===== src/rtl/rangefinder_pkg.sv =====
// Shared types and default constants for the rangefinder receive path.
package rangefinder_pkg;
  localparam int SAMPLE_W      = 8;
  localparam int THR_HI_DEF    = 40;
  localparam int THR_LO_DEF    = 24;
  localparam int MIN_WIDTH_DEF = 3;
  localparam int MAX_STOPS_DEF = 5;
  localparam int WINDOW_DEF    = 1000;
  localparam int CNT_W_DEF     = 16;

  typedef enum logic [2:0] {IDLE, START_PK, WAIT_STOP, STOP_PK, DONE} state_t;
endpackage


===== src/rtl/peak_tracker.sv =====
// Tracks max sample, its timestamp and pulse width; shared by start and stop phases.
module peak_tracker import rangefinder_pkg::*; #(
  parameter int CNT_W   = CNT_W_DEF,
  parameter int WIDTH_W = 8
) (
  input  logic                clk,
  input  logic                reset,
  input  logic                seed,
  input  logic                track,
  input  logic [SAMPLE_W-1:0] sample,
  input  logic [CNT_W-1:0]    tcnt,
  output logic [SAMPLE_W-1:0] max,
  output logic [CNT_W-1:0]    peak_t,
  output logic [WIDTH_W-1:0]  width
);
  always_ff @(posedge clk) begin
    if (!reset) begin
      max    <= '0;
      peak_t <= '0;
      width  <= '0;
    end else if (seed) begin
      max    <= sample;
      peak_t <= tcnt;
      width  <= WIDTH_W'(1);
    end else if (track) begin
      if (width != '1) width <= width + WIDTH_W'(1);
      // strict compare: earliest sample of a plateau keeps the peak
      if (sample > max) begin
        max    <= sample;
        peak_t <= tcnt;
      end
    end
  end
endmodule


===== src/rtl/pulse_tof_detector.sv =====
// Start/stop pulse detector with hysteresis; reports stop-minus-start peak time per echo.
module pulse_tof_detector import rangefinder_pkg::*; #(
  parameter int THR_HI    = THR_HI_DEF,
  parameter int THR_LO    = THR_LO_DEF,
  parameter int MIN_WIDTH = MIN_WIDTH_DEF,
  parameter int MAX_STOPS = MAX_STOPS_DEF,
  parameter int WINDOW    = WINDOW_DEF,
  parameter int CNT_W     = CNT_W_DEF
) (
  input  logic                clk,
  input  logic                reset,
  input  logic                enable,
  input  logic [SAMPLE_W-1:0] signal,
  output logic                tof_valid,
  output logic [CNT_W-1:0]    tof_data,
  output logic [SAMPLE_W-1:0] tof_amp,
  output logic [2:0]          tof_index,
  output logic                done,
  output logic                timeout,
  output logic [2:0]          stop_count
);
  state_t state, next;
  logic [CNT_W-1:0]    tcnt_q, tnow, start_t, elapsed, pk_t;
  logic [SAMPLE_W-1:0] pk_max;
  logic [7:0]          pk_w;
  logic [2:0]          cnt;
  logic hi, lo_ok, wide;
  logic seed, track, emit, latch_start, finish, expire;

  assign hi      = signal >= SAMPLE_W'(THR_HI);
  assign lo_ok   = signal >= SAMPLE_W'(THR_LO);
  assign wide    = pk_w >= 8'(MIN_WIDTH);
  // timestamp of the sample on the input now; the start sample is always t=0
  assign tnow    = (state == IDLE) ? '0 : tcnt_q;
  assign elapsed = tnow - start_t;

  peak_tracker #(.CNT_W(CNT_W), .WIDTH_W(8)) u_trk (
    .clk(clk), .reset(reset), .seed(seed), .track(track),
    .sample(signal), .tcnt(tnow),
    .max(pk_max), .peak_t(pk_t), .width(pk_w)
  );

  always_comb begin
    next        = state;
    seed        = 1'b0;
    track       = 1'b0;
    emit        = 1'b0;
    latch_start = 1'b0;
    finish      = 1'b0;
    expire      = 1'b0;
    case (state)
      IDLE: if (hi) begin
        seed = 1'b1;
        next = START_PK;
      end
      START_PK: begin
        if (lo_ok) track = 1'b1;
        else if (wide) begin
          latch_start = 1'b1;
          next        = WAIT_STOP;
        end else next = IDLE;
      end
      WAIT_STOP: begin
        // final stop returns here with a full count so done trails its tof_valid by one cycle
        if (cnt == 3'(MAX_STOPS)) begin
          finish = 1'b1;
          next   = DONE;
        end else if (elapsed >= CNT_W'(WINDOW)) begin
          finish = 1'b1;
          expire = 1'b1;
          next   = DONE;
        end else if (hi) begin
          seed = 1'b1;
          next = STOP_PK;
        end
      end
      STOP_PK: begin
        if (lo_ok) track = 1'b1;
        else begin
          emit = wide;
          next = WAIT_STOP;
        end
      end
      DONE:    next = IDLE;
      default: next = IDLE;
    endcase
    if (!enable) begin
      next        = IDLE;
      seed        = 1'b0;
      track       = 1'b0;
      emit        = 1'b0;
      latch_start = 1'b0;
      finish      = 1'b0;
      expire      = 1'b0;
    end
  end

  always_ff @(posedge clk) begin
    if (!reset) begin
      state      <= IDLE;
      tcnt_q     <= '0;
      start_t    <= '0;
      cnt        <= '0;
      tof_valid  <= 1'b0;
      tof_data   <= '0;
      tof_amp    <= '0;
      tof_index  <= '0;
      done       <= 1'b0;
      timeout    <= 1'b0;
      stop_count <= '0;
    end else begin
      state     <= next;
      tof_valid <= emit;
      done      <= finish;
      timeout   <= expire;
      if (next == IDLE)   tcnt_q <= '0;
      else if (tnow != '1) tcnt_q <= tnow + CNT_W'(1);
      if (latch_start) start_t <= pk_t;
      if (emit) begin
        tof_data  <= pk_t - start_t;
        tof_amp   <= pk_max;
        tof_index <= cnt;
        cnt       <= cnt + 3'd1;
      end else if (next == IDLE) cnt <= '0;
      if (finish) stop_count <= cnt;
    end
  end
endmodule


===== config.mk =====
export PLATFORM = sky130hd
export DESIGN_NAME = pulse_tof_detector
export DESIGN_NICKNAME = d
export VERILOG_FILES = /design/src/rtl/rangefinder_pkg.sv /design/src/rtl/peak_tracker.sv /design/src/rtl/pulse_tof_detector.sv
export SDC_FILE = /design/constraint.sdc
export NUM_CORES = 1
export LEC_CHECK = 0
export CORE_ASPECT_RATIO = 1.4
export CORE_MARGIN = 3
export CORE_UTILIZATION = 54
export DETAILED_ROUTE_END_ITERATION = 10
export PLACE_DENSITY_LB_ADDON = 0.05
export SLEW_MARGIN = 10
export SYNTH_ARGS = -nofsm -noshare
export SYNTH_HDL_FRONTEND = slang
export SYNTH_SLANG_ARGS = --single-unit

===== constraint.sdc =====
create_clock -name clk -period 4.9 [get_ports clk]
set_clock_uncertainty 0.2 [all_clocks]
set_input_delay 0.735 -clock clk [delete_from_list [all_inputs] [get_ports clk]]
set_output_delay 0.735 -clock clk [all_outputs]
set_load 0.02 [all_outputs]

==> Word-level counts from Yosys, hierarchy flattened <==
Index checks and enable logic that the tools add are counted.
{ "totals": {"reg_bits": 103, "latchBits": 0, "ram_bits": 0, "mem_bits_ro": 0, "in_bits": 11, "output_inout_bits": 33, "wordCells": 87, "memories": 0} }
{ "op_classes": {"n_addsub": 5, "multipliers": 0, "n_div": 0, "n_lt_le_gt_ge": 5, "eq_ne": 6, "shift": 0, "mux": 40, "n_bitwise": 3, "reduce_logical": 13} }
{ "ops": {"columns": ["operator", "count"], "rows": [
  ["$mux W16", 4],
  ["$sub A16 B16 Y16", 2],
  ["$mux W3", 9],
  ["$mux W8", 3],
  ["$mux W1", 21],
  ["$add A16 B1 Y16 const B", 1],
  ["$ge A16 B10 Y1 const B", 1],
  ["$ne A16 B16 Y1 const B", 1],
  ["$pmux W3 S4", 1],
  ["$add A8 B1 Y8 const B", 1],
  ["$ge A8 B2 Y1 const B", 1],
  ["$ge A8 B5 Y1 const B", 1],
  ["$ge A8 B6 Y1 const B", 1],
  ["$gt A8 B8 Y1", 1],
  ["$ne A8 B8 Y1 const B", 1],
  ["$reduce_bool A2 Y1", 4],
  ["$eq A3 B2 Y1 const B", 2],
  ["$logic_not A3 Y1", 2],
  ["$reduce_and A2 Y1", 3],
  ["$reduce_or A2 Y1", 3],
  ["$reduce_or A4 Y1", 1],
  ["$add A3 B1 Y3 const B", 1],
  ["$eq A3 B1 Y1 const B", 1],
  ["$eq A3 B3 Y1 const B", 1],
  ["other kinds (3)", 5]
]} }

==> Depth between registers and ports, before layout <==
{ "depth": {"word_depth": 11, "mapped_depth": 21, "ltp_nobuf": 15} }

==> Hierarchy <==
From an unflattened synthesis, not the netlist that was laid out.
{ "hier_totals": {"hier_cells": 790, "hier_area_um2": 6508.7} }
{ "modules_own_cells": {"columns": ["module", "n_inst", "cells_each", "area_per_inst_um2", "seq_area_each_um2"], "rows": [
  ["pulse_tof_detector", 1, 614, 4928.5, 1421.4],
  ["peak_tracker", 1, 176, 1580.3, 640.6]
]} }

==> Least setup slack after synthesis <==
Ideal clock, no wire load.
{ "synth_path": {"path_type": "flip-flop to flip-flop", "start": "register state[0]", "end": "register u_trk.max[0]", "setup_time_ns": 0.120, "t_arrival_ns": 4.298, "t_required_ns": 4.580, "slack_ns": 0.283, "stages_incl_launch_ff": 22, "path_buffers": 6, "synth_period_minus_slack_ns": 4.617, "cell_sequence": "dfxtp_1 buf_6 or3_4 buf_2 clkbuf_1 clkbuf_1 nand2_1 ha_1 inv_1 ha_1 nor2b_1 o221a_4 a211oi_4 nor4_1 or4_1 a21o_1 a221oi_2 a31oi_1 o21a_1 buf_6 buf_6 mux2i_1"} }
{ "synth_between": {"elab_chain_cells": 10, "word_cells_on_any_way": 18, "classes_between": "1 x add/sub; 1 x order compare; 3 x eq/ne; 8 x mux; 5 x reduce/logical"} }
{ "synth_lines": {"columns": ["element", "line", "source"], "rows": [
  ["start: declaration", "pulse_tof_detector.sv:22", "state_t state, next;"],
  ["start signal: assignment", "pulse_tof_detector.sv:112", "state <= next;"],
  ["$logic_not A3 Y1", "pulse_tof_detector.sv:34, pulse_tof_detector.sv:51", null],
  ["$mux W16", "pulse_tof_detector.sv:34", "assign tnow = (state == IDLE) ? '0 : tcnt_q;"],
  ["$sub A16 B16 Y16", "pulse_tof_detector.sv:35", "assign elapsed = tnow - start_t;"],
  ["$ge A16 B10 Y1", "pulse_tof_detector.sv:68", "end else if (elapsed >= CNT_W'(WINDOW)) begin"],
  ["$mux W1", "pulse_tof_detector.sv:68", null],
  ["$mux W1", "pulse_tof_detector.sv:65", "if (cnt == 3'(MAX_STOPS)) begin"],
  ["$pmux W1 S2", "pulse_tof_detector.sv:51", "case (state)"],
  ["$mux W1", "pulse_tof_detector.sv:87", "if (!enable) begin"],
  ["$reduce_bool A2 Y1 (no line)", null, null],
  ["$reduce_and A2 Y1 (no line)", null, null],
  ["end signal: assignment", "peak_tracker.sv:22", "max <= sample;"],
  ["end signal: assignment", "peak_tracker.sv:29", "max <= sample;"],
  ["end: declaration", "peak_tracker.sv:12", "output logic [SAMPLE_W-1:0] max,"]
]} }
Parallel ways exist; a longest one is shown, timed or not.
A chain may end at the register's enable or synchronous reset.

==> Worst setup path in the final report <==
{ "layout_path": {"start": "register state[2]", "end": "register u_trk.peak_t[2]"} }
{ "layout_between": {"elab_chain_cells": 10, "word_cells_on_any_way": 20, "classes_between": "1 x add/sub; 1 x order compare; 3 x eq/ne; 10 x mux; 5 x reduce/logical"} }
{ "layout_lines": {"columns": ["element", "line", "source"], "rows": [
  ["$logic_not A3 Y1", "pulse_tof_detector.sv:34, pulse_tof_detector.sv:51", null],
  ["$mux W16", "pulse_tof_detector.sv:34", null],
  ["$sub A16 B16 Y16", "pulse_tof_detector.sv:35", null],
  ["$ge A16 B10 Y1", "pulse_tof_detector.sv:68", null],
  ["$mux W1", "pulse_tof_detector.sv:68", null],
  ["$mux W1", "pulse_tof_detector.sv:65", null],
  ["$pmux W1 S2", "pulse_tof_detector.sv:51", null],
  ["$mux W1", "pulse_tof_detector.sv:87", null],
  ["$reduce_bool A2 Y1 (no line)", null, null],
  ["$reduce_and A2 Y1 (no line)", null, null],
  ["end signal: assignment", "peak_tracker.sv:23", "peak_t <= tcnt;"],
  ["end signal: assignment", "peak_tracker.sv:30", "peak_t <= tcnt;"],
  ["end: declaration", "peak_tracker.sv:13", "output logic [CNT_W-1:0] peak_t,"]
]} }
Parallel ways exist; a longest one is shown, timed or not. The select of a mux whose other input is x is not followed.

==> out/results.txt <==
Yosys warns -> 0
Footprint of the multi-input gates -> 3732 um^2
GRT overflow -> 0
Top post-synthesis cells by area -> dfxtp_1 34%, nand2_1 10%, ha_1 8.1%, a21oi_1 5.9%, mux2i_1 5.0%
Peak supply drop -> 160.0 uV
Ant. Diodes -> 0
CP Class -> register to register
CP arrival -> 4.56 ns
Fill cells -> 1019
Synth Register Bits -> 103
Post-Syn Area -> 6150 um^2
Site row count -> 45
Vias in the first global route -> 5513
Postcts setup bufs -> 0
Hold_ws -> 0.2535 ns
Gate Count Post-Synth -> 788
Max layer used -> met4
Internal Power -> 1241 uW
Nets -> 870
RSZ-0062 raised after global routing -> false
Pre-antenna DRT Iters -> 5
Clk_lat worst skew -> 0.35 ns
Max Cap Violations -> 0
Chip height -> 132.3 um
Sequential Power Share -> 51.4%
FF+latch area -> 2062 um^2
Sw Ratio -> 25.07%
Via count -> 5559
Lkg Pwr -> 0.002693 uW
Post-CTS Hold Fix Bufs -> 0
Mapped Nets -> 840
Die area -> 12720 um^2
First-pass GRT wire length -> 26150 um
TNS Setup -> 0 ns
Synth area leader -> dfxtp_1
Total CTS buffers -> 9
Core area -> 10980 um^2
Post-synthesis sequential area ratio -> 33.53%
Most common cell in the netlist -> nand2_1
Largest net degree at the start of global routing -> 62
Final setup vio count -> 0
Slew Limit Headroom -> 50.20%
Clock Power Share -> 42.7%
Via density -> 5.767
Overall routing resource usage -> 26.20%
DP Cell Count -> 948
Final cell count without fillers -> 964
Share of the synthesized area in the top cell type -> 33.53%
Max H-tree Level -> 3
Status -> completed
Syn_area_per_cell -> 7.804 um^2
Final Hold Vio Count -> 0
Max Buffers Root-to-Sink -> 2
Post-route ant nets -> 0
DR WL/cell -> 16.97 um
Metal3 WL -> 568 um
Post-synth top flop -> dfxtp_1
PortBufs -> 43
Final instance area -> 6979 um^2
Net Switching -> 415.3 uW
Fin crit period -> 4.544 ns
Met2 wire len -> 8885 um
Worst setup EP type -> register
Placer Congestion -> 0.8830
Metal-1 WL -> 6369 um
Worst-path maximum fanout -> 24
Final WL -> 16360 um
Initial antenna violation count -> 0
PwrDens -> 237.3 nW/um^2
Post-route DRC -> 0
Initial core utilization -> 56.01%
Top cells by count, synth -> 172 x nand2_1, 103 x dfxtp_1, 72 x a21oi_1
Fin. max-slew vios -> 0
Synth unique cells -> 60
I/O Pins -> 44
FFs w/ async S/R, synth -> 0%
Placed Instance Area -> 6681 um^2
Layout area overhead -> 13.49%
Chip width -> 96.19 um
# clock sinks -> 103
Post-DP HPWL -> 12520 um
CTS tree -> yes
DRT iter0 DRCs -> 268
Share of cells above drive strength 1 -> 5.468%
Worst setup SP type -> register
Worst EP required -> 4.92 ns
Clock slew at reported path FFs -> 0.07 ns
Max Freq -> 220.1 MHz
Worst slew pin tran -> 0.7449 ns
Post-synth EDFFs -> 0
CTS root buf -> clkbuf_16
Period utilisation layout -> 92.73%
Hold Path Class -> register to register
Combinational power share -> 5.9%
## layer usage
layer | track usage [%] | up-vias
met1 | 28.11 | 2624
met2 | 49.29 | 116
met3 | 4.226 | 34
li1 | - | 2785
met5 | 0 | -
met4 | 9.810 | 0
## worst paths after layout
path                                    from         endpoint  slack (ns)  depth (start not counted)
worst max-delay path                state[2]  u_trk.peak_t[2]        0.36                         16
worst min register to register  tof_data[13]     tof_data[13]        0.25                          2
worst min-delay path            tof_data[13]     tof_data[13]        0.25                          2
worst max register to register      state[2]  u_trk.peak_t[2]        0.36                         16
## repair_timing
item / 4_1_cts / 5_1_grt
setup endpoints to repair: 0 / 24
gates resized for setup: 0 / 2
endpoints found under the hold margin: 0 / 0
## area by class of cell
class	count	area share, %
clock buffers	10	3.281
clock inverters	6	0.8785
inverters	49	2.635
multi-input cells	598	53.48
flip-flops and latches	103	29.54
well taps	141	2.528
repair buffers	57	7.655
## power groups by stage
stage               logic, uW  registers, uW  clock network (uW)
floorplan                73.4            868                   0
global placement         93.7            870                   0
detailed placement       96.4            871                   0
CTS                      96.6            851                 715
global route              108            852                 742
finish                   97.6            851                 708
## metrics by stage
stage / power [uW] / setup slack (ns) / util [%]
floorplan: 941.2 / 0.2827 / -
global placement: 964.2 / 0.4130 / 60.85
detailed placement: 967.0 / 0.3263 / 60.85
CTS: 1663 / 0.2950 / 63.50
global route: 1702 / 0.07896 / 63.57
finish: 1656 / 0.3562 / 63.57
## critical path, cell delays in order, from the launching register on
cell and delay [ns]:
dfxtp_1 0.43, or3_4 0.49, nand2_1 0.11, ha_1 0.18, inv_1 0.06, ha_1 0.20
nor2b_1 0.14, o221a_4 0.26, a211oi_4 0.30, nor4_1 0.10, or4_1 0.53, a21o_1 0.19
a221oi_2 0.41, a31oi_1 0.21, o21a_1 0.23, buf_6 0.20, mux2i_1 0.15
## flip-flops by register name, indices dropped and copies added (netlist names)
name and cells:
cnt 3, u_trk.width 8, tcnt_q 16, tof_index 3
u_trk.max 8, tof_data 16, u_trk.peak_t 16, done 1
stop_count 3, tof_amp 8, tof_valid 1, timeout 1
start_t 16, state 3
## layout by cell type, fill, tap and decap left out, types with 13 or more instances in the layout
cell             netlist  routed
nand2_1              172     172
dfxtp_1              103     103
a21oi_1               72      72
inv_1                 48      48
clkdlybuf4s50_1        0      42
nor2_1                41      40
ha_1                  40      40
mux2i_1               31      31
xnor2_1               24      24
o21ai_0               24      24
nand3_1               20      20
nor3_1                16      16
xor2_1                15      15
buf_4                  0      13
## cell families (layout without fill, tap and decap cells)
kind of cell               Yosys count  in the layout  synth area share, %
buffers and inverters               87            122                5.880
and+or+nand+nor                    307            307                22.22
AOI/OAI and AO/OA                  177            177                18.76
adders and majority gates           41             41                8.464
xor gates and xnor gates            39             39                5.554
muxes                               34             34                5.595
DFF                                103            103                33.53
(Power assumes the default switching activity.)
==> RTL change 1, RTL diff (same settings) <==
The 5 states of `state_t` get a one-hot encoding in 5 bits.
--- a/src/rtl/rangefinder_pkg.sv
+++ b/src/rtl/rangefinder_pkg.sv
@@ -9,5 +9,5 @@
   localparam int CNT_W_DEF     = 16;
 
-  typedef enum logic [2:0] {IDLE, START_PK, WAIT_STOP, STOP_PK, DONE} state_t;
+  typedef enum logic [4:0] {IDLE = 5'b00001, START_PK = 5'b00010, WAIT_STOP = 5'b00100, STOP_PK = 5'b01000, DONE = 5'b10000} state_t;
 endpackage
 
Formal check against the unedited RTL: same outputs for any inputs over 10 cycles, from zero or initial values and one cycle with reset low; not proved beyond that.
==> RTL change 1 against the unedited design <==
  * Design area increased by 6.0%
  * Sequential cell count increased by 2
  * Total power increased by 1.3%
  * Synthesized cell count increased by 2.8%
  * Die area increased by 7.1%
  * Worst setup slack got worse by 31 ps
  * Synthesized area increased by 7.5%
  * Routed wire length decreased by 2.5%
  * Sequential power increased by 2%
==> RTL change 1: results (changes against the unedited design) <==
| Metric | Value |
|---|---|
| Number of global-route vias before repair | 5,489 (was 5,513) |
| Vias | 5,829 (was 5,559) |
| LEAKAGE | 2.80 nW (was 2.69 nW) |
| Post-route setup TNS | 0 ps (unchanged) |
| Detailed router's first-iteration violation count | 243 (was 268) |
| Cts hold-fix bufs | 0 (unchanged) |
| Setup bufs post-CTS | 0 (unchanged) |
| Top post-synthesis cells by area | dfxtp_1 32%, ha_1 7.6%, nand2_1 7.4% (was dfxtp_1 34%, nand2_1 10%, ha_1 8.1%) |
| Hold Crit Class | register to register (unchanged) |
| Layout cells sized above 1 | 6.93% (was 5.47%) |
| Clock tree buffer depth | 2 (unchanged) |
| Post-synth EDFFs | 0 (unchanged) |
| Post-CTS Resized | 0 (unchanged) |
| Initial antenna violation count | 0 (unchanged) |
| DR pass1 iterations | 7 (was 5) |
| Dpl hpwl | 12.1 mm (was 12.5 mm) |
| Largest net degree at the start of global routing | 70 (was 62) |
| Worst reg2reg endpoint | u_trk.peak_t[5]$_SDFFE_PN0P_ (was u_trk.peak_t[2]$_SDFFE_PN0P_) |
| Critical Path Fanout Max | 31 (was 24) |
| Biggest area consumer among synthesized cells | dfxtp_1 (unchanged) |
| GRT Total Usage | 23.7% (was 26.2%) |
| Worst skew pair latency | 340 ps |
| Post-synth top cells | 131 x nand2_1, 105 x dfxtp_1, 43 x inv_1 (was 172 x nand2_1, 103 x dfxtp_1, 72 x a21oi_1, 48 x inv_1, 41 x nor2_1) |
| Setup crit end kind | register (unchanged) |
| Worst path max stage delay | 450 ps (was 530 ps) |
| Distinct cell type count after synthesis | 76 (was 60) |
| Synth Net Count | 862 (was 840) |
| # diodes | 0 (unchanged) |
| FF-to-FF path depth | 16 (unchanged) |
| Root buf cell | clkbuf_16 (unchanged) |
| Routability cong. | 0.897 (was 0.883) |
| Synth warn | 0 (unchanged) |
| Slew margin rel. | 42.4% (was 50.2%) |
| CTS H-tree depth | 3 (unchanged) |
| Run status | finished clean (unchanged) |
| Sequential area share after synthesis | 31.8% (was 33.5%) |
| PortBufs | 43 (unchanged) |
| Num CTS Buffers | 9 (unchanged) |
| Worst setup startpoint | state[2]$_SDFF_PN0_ (unchanged) |
| Peak VDD IR | 0.136 mV (was 0.160 mV) |
| Slowest CP cell | and4_4 (was or4_1) |
| Worst-path clk slew | 70 ps (about the same) |
| Flop-to-flop setup slack | 320 ps (was 360 ps) |
| Routed len/inst | 16.2 um (was 17.0 um) |
| Async S/R FF share, synth | 0% (unchanged) |
| First-pass GRT wire length | 26.3 mm (was 26.2 mm) |
| Nets | 884 (was 870) |
| Hold Fails Final Rpt | 0 (unchanged) |
[RTL change 1: cell types whose count changed after synthesis, sizes merged, moves of 5 or more]
cell,unedited run,this run
and3,3,9
a21oi,72,40
nor2b,10,22
o21ai,26,51
o2111ai,3,18
inv,48,43
nand2,172,132
and2,5,28
a21boi,2,16
o31ai,8,3
[RTL change 1: kinds of logic (layout without fill, tap and decap cells)]
family | count (synthesis) | in the layout | share of synthesized area [%]
xor+xnor | 41 | 41 | 5.43
fa+ha+maj | 41 | 41 | 7.87
simple gates | 312 | 312 | 23.9
buf+inv | 86 | 113 | 5.45
mux | 31 | 31 | 4.71
compound gates | 194 | 194 | 20.8
flops | 105 | 105 | 31.8
[RTL change 1: worst min path at each step]
stage               slack (ps)                    startpoint                            to  cells past startpoint
floorplan                  240  u_trk.peak_t[0]$_SDFFE_PN0P_  u_trk.peak_t[0]$_SDFFE_PN0P_                      2
global placement           250     tof_index[0]$_SDFFE_PN0P_     tof_index[0]$_SDFFE_PN0P_                      2
detailed placement         260    stop_count[0]$_SDFFE_PN0P_    stop_count[0]$_SDFFE_PN0P_                      2
CTS                        270    stop_count[0]$_SDFFE_PN0P_    stop_count[0]$_SDFFE_PN0P_                      2
global route               290       tof_amp[4]$_SDFFE_PN0P_       tof_amp[4]$_SDFFE_PN0P_                      2
finish                     260    stop_count[2]$_SDFFE_PN0P_    stop_count[2]$_SDFFE_PN0P_                      2
[RTL change 1: power breakdown]
part,internal [mW],switching [mW],total (mW)
clock network,0.344,0.317,0.661
registers,0.861,0.00751,0.868
logic,0.0562,0.0917,0.148
[RTL change 1: critical path, delay by kind of cell, from the launching register on]
family,cells,cell delay [ps]
adders and majority gates,1,410
DFF,1,380
and+or+nand+nor,7,2120
buffers and inverters,1,180
AOI/OAI and AO/OA,6,1000
xor gates and xnor gates,1,150
[RTL change 1: area by class of cell]
| class | count | area [um2] |
|---|---|---|
| fillers | 1069 | 4480 |
| multi-input cells | 619 | 4170 |
| flip-flops and latches | 105 | 2100 |
| repair buffers | 54 | 520 |
| clock buffers | 11 | 233 |
| well taps | 147 | 184 |
| inverters | 43 | 161 |
| clock inverters | 5 | 31.3 |
[RTL change 1: layer usage]
layer | share of wire [%] | vias to the layer above | global-route usage, %
met2 | 50 | 115 | 42.5
met5 | 0 | - | 0
li1 | - | 2897 | -
met3 | 3.2 | 22 | 3.06
met1 | 45 | 2795 | 29.5
met4 | 1.9 | 0 | 7.21
[RTL change 1: through the flow]
stage	util, %	cell area (um2)	cells	setup slack (ps)
6_report	62.3	7400	984	325
5_1_grt	62.3	7400	984	6.77
4_1_cts	62.2	7390	984	290
3_5_place_dp	60.0	7130	968	301
2_1_floorplan	-	6610	810	551
3_3_place_gp	60.0	7130	968	429
==> RTL change 2, RTL diff (config.mk and constraints unchanged) <==
Made on the original files. `CNT_W_DEF`: 16 -> 32.
--- a/src/rtl/rangefinder_pkg.sv
+++ b/src/rtl/rangefinder_pkg.sv
@@ -7,5 +7,5 @@
   localparam int MAX_STOPS_DEF = 5;
   localparam int WINDOW_DEF    = 1000;
-  localparam int CNT_W_DEF     = 16;
+  localparam int CNT_W_DEF     = 32;
 
   typedef enum logic [2:0] {IDLE, START_PK, WAIT_STOP, STOP_PK, DONE} state_t;
Ports: changed (resized tof_data); port bits go from 44 to 60. The function was not compared with the original's and may differ.
==> RTL change 2 against the unedited design <==
  * Sequential cell count increased by 64
  * Worst setup slack got worse by 270 ps
  * Total power increased by 78%
  * Highest routed layer unchanged
  * Combinational power increased by 48%
  * Critical path type unchanged
  * Largest power group is now the clock network
  * Maximum frequency decreased by 5.6%
  * Routed wire length increased by 73%
  * Design area increased by 78%
  * Critical path depth increased by 2
  * Sequential power increased by 61%
  * Non-clock buffer count increased by 50
  * Synthesized area increased by 75%
==> RTL change 2: results (changes against the unedited design) <==
| Metric | Value |
|---|---|
| Distinct cell type count after synthesis | 76 (was 60) |
| Nets | 1,546 (was 870) |
| Top post-synthesis cells by area | dfxtp_1 31%, nand2_1 9.5%, ha_1 8.1% (was dfxtp_1 34%, nand2_1 10%, ha_1 8.1%) |
| Run status | finished clean (unchanged) |
| Worst skew pair latency | 430 ps (was 350 ps) |
| Post-Synth Adder-Cell Area | 8.41% (was 8.46%) |
| Num CTS Buffers | 17 (was 9) |
| First-pass GRT wire length | 45.8 mm (was 26.2 mm) |
| Post-synth top cells | 273 x nand2_1, 167 x dfxtp_1, 144 x a21oi_1, 95 x nor2_1, 75 x inv_1 (was 172 x nand2_1, 103 x dfxtp_1, 72 x a21oi_1, 48 x inv_1, 41 x nor2_1) |
| Vias | 9,942 (was 5,559) |
| Fraction of synthesized area in multiplexers | 5.03% (was 5.60%) |
| GRT met2 Usage | 42.1% (was 49.3%) |
| Detailed router's first-iteration violation count | 691 (was 268) |
| Flop-to-flop setup slack | 90 ps (was 360 ps) |
| WP data arrival | 4920 ps (was 4560 ps) |
| DP Worst Slack | 0.343 ps (was 326 ps) |
| Routed len/inst | 16.4 um (was 17.0 um) |
| LEAKAGE | 5.10 nW (was 2.69 nW) |
| Peak VDD IR | 0.237 mV (was 0.160 mV) |
| Number of global-route vias before repair | 9,284 (was 5,513) |
| Initial Utilization | 55.6% (was 56.0%) |
| Met1 Use GR | 33.9% (was 28.1%) |
| Routability cong. | 0.913 (was 0.883) |
| GRT Total Usage | 25.2% (was 26.2%) |
| Sequential area share after synthesis | 31.0% (was 33.5%) |
| Dpl hpwl | 21.5 mm (was 12.5 mm) |
| Synth Area in Compound Gates | 19.5% (was 18.8%) |
| Met3 Track Usage GR | 2.69% (was 4.23%) |
| FF-to-FF path depth | 18 (was 16) |
| Layout cells sized above 1 | 7.59% (was 5.47%) |
| Hold Path Sink | tof_amp[6]$_SDFFE_PN0P_ (was tof_data[13]$_SDFFE_PN0P_) |
| PortBufs | 59 (was 43) |
| Synth Area in XOR/XNOR | 5.86% (was 5.55%) |
| Hold_sp | tof_amp[6]$_SDFFE_PN0P_ (was tof_data[13]$_SDFFE_PN0P_) |
| Placed cell areas | 0.0117 mm2 (was 0.00668 mm2) |
## RTL change 2: worst max-delay path by stage
stage / start / endpoint / slack [ps] / cells past startpoint
after floorplan: state[2]$_SDFF_PN0_ / u_trk.max[0]$_SDFFE_PN0P_ / 20 / 22
after global placement: state[2]$_SDFF_PN0_ / u_trk.peak_t[28]$_SDFFE_PN0P_ / 40 / 17
after detailed placement: state[2]$_SDFF_PN0_ / u_trk.peak_t[27]$_SDFFE_PN0P_ / 0.3 / 17
after CTS: state[2]$_SDFF_PN0_ / u_trk.peak_t[22]$_SDFFE_PN0P_ / 20 / 18
after global routing: state[2]$_SDFF_PN0_ / u_trk.max[3]$_SDFFE_PN0P_ / 2 / 18
final: state[2]$_SDFF_PN0_ / u_trk.peak_t[11]$_SDFFE_PN0P_ / 90 / 18
## RTL change 2: worst max-delay path, delay by kind of cell, from the launching register on
kind	cells	cell delay [ps]
buf+inv	3	590
simple gates	5	1540
compound gates	8	1590
fa+ha+maj	1	320
mux	1	130
flops	1	310
## RTL change 2: what timing repair did
| item | in CTS | in global routing |
|---|---|---|
| pin swaps | 1 | 5 |
| endpoints found under the setup margin | 28 | 53 |
| hold buffers | 0 | 0 |
| buffers inserted | 2 | 3 |
| gates resized for setup | 0 | 18 |
| cloned | 0 | 1 |
## RTL change 2: routing by layer
metal | vias up | part of all wire, % | wire length, um
met2 | 254 | 47 | 13400
met5 | - | 0 | 0
li1 | 4998 | - | -
met1 | 4639 | 46 | 13100
met3 | 51 | 3.5 | 999
met4 | 0 | 2.8 | 802
## RTL change 2: final cells by class
class | count | area, um2
clock buffers | 20 | 457
clock inverters | 11 | 165
fillers | 1731 | 6930
inverters | 76 | 285
multi-input cells | 1095 | 6890
flip-flops and latches | 167 | 3340
well taps | 248 | 310
repair buffers | 107 | 988
## RTL change 2: power breakdown
group	internal, mW	switching [mW]
Clock	0.840	0.585
Combinational	0.0553	0.0883
Sequential	1.36	0.00671
Total	2.26	0.680
## RTL change 2: cells by family (layout without fill, tap and decap cells)
logic type | count (synthesis) | in the layout
buf+inv | 146 | 214
flops | 167 | 167
xor+xnor | 72 | 72
simple gates | 565 | 565
fa+ha+maj | 72 | 72
mux | 54 | 54
compound gates | 332 | 332
## RTL change 2: per-stage QoR
stage	std cells	hold WS, ps
2_1_floorplan	1408	236
3_3_place_gp	1687	239
3_5_place_dp	1687	245
4_1_cts	1720	253
5_1_grt	1724	269
6_report	1724	252
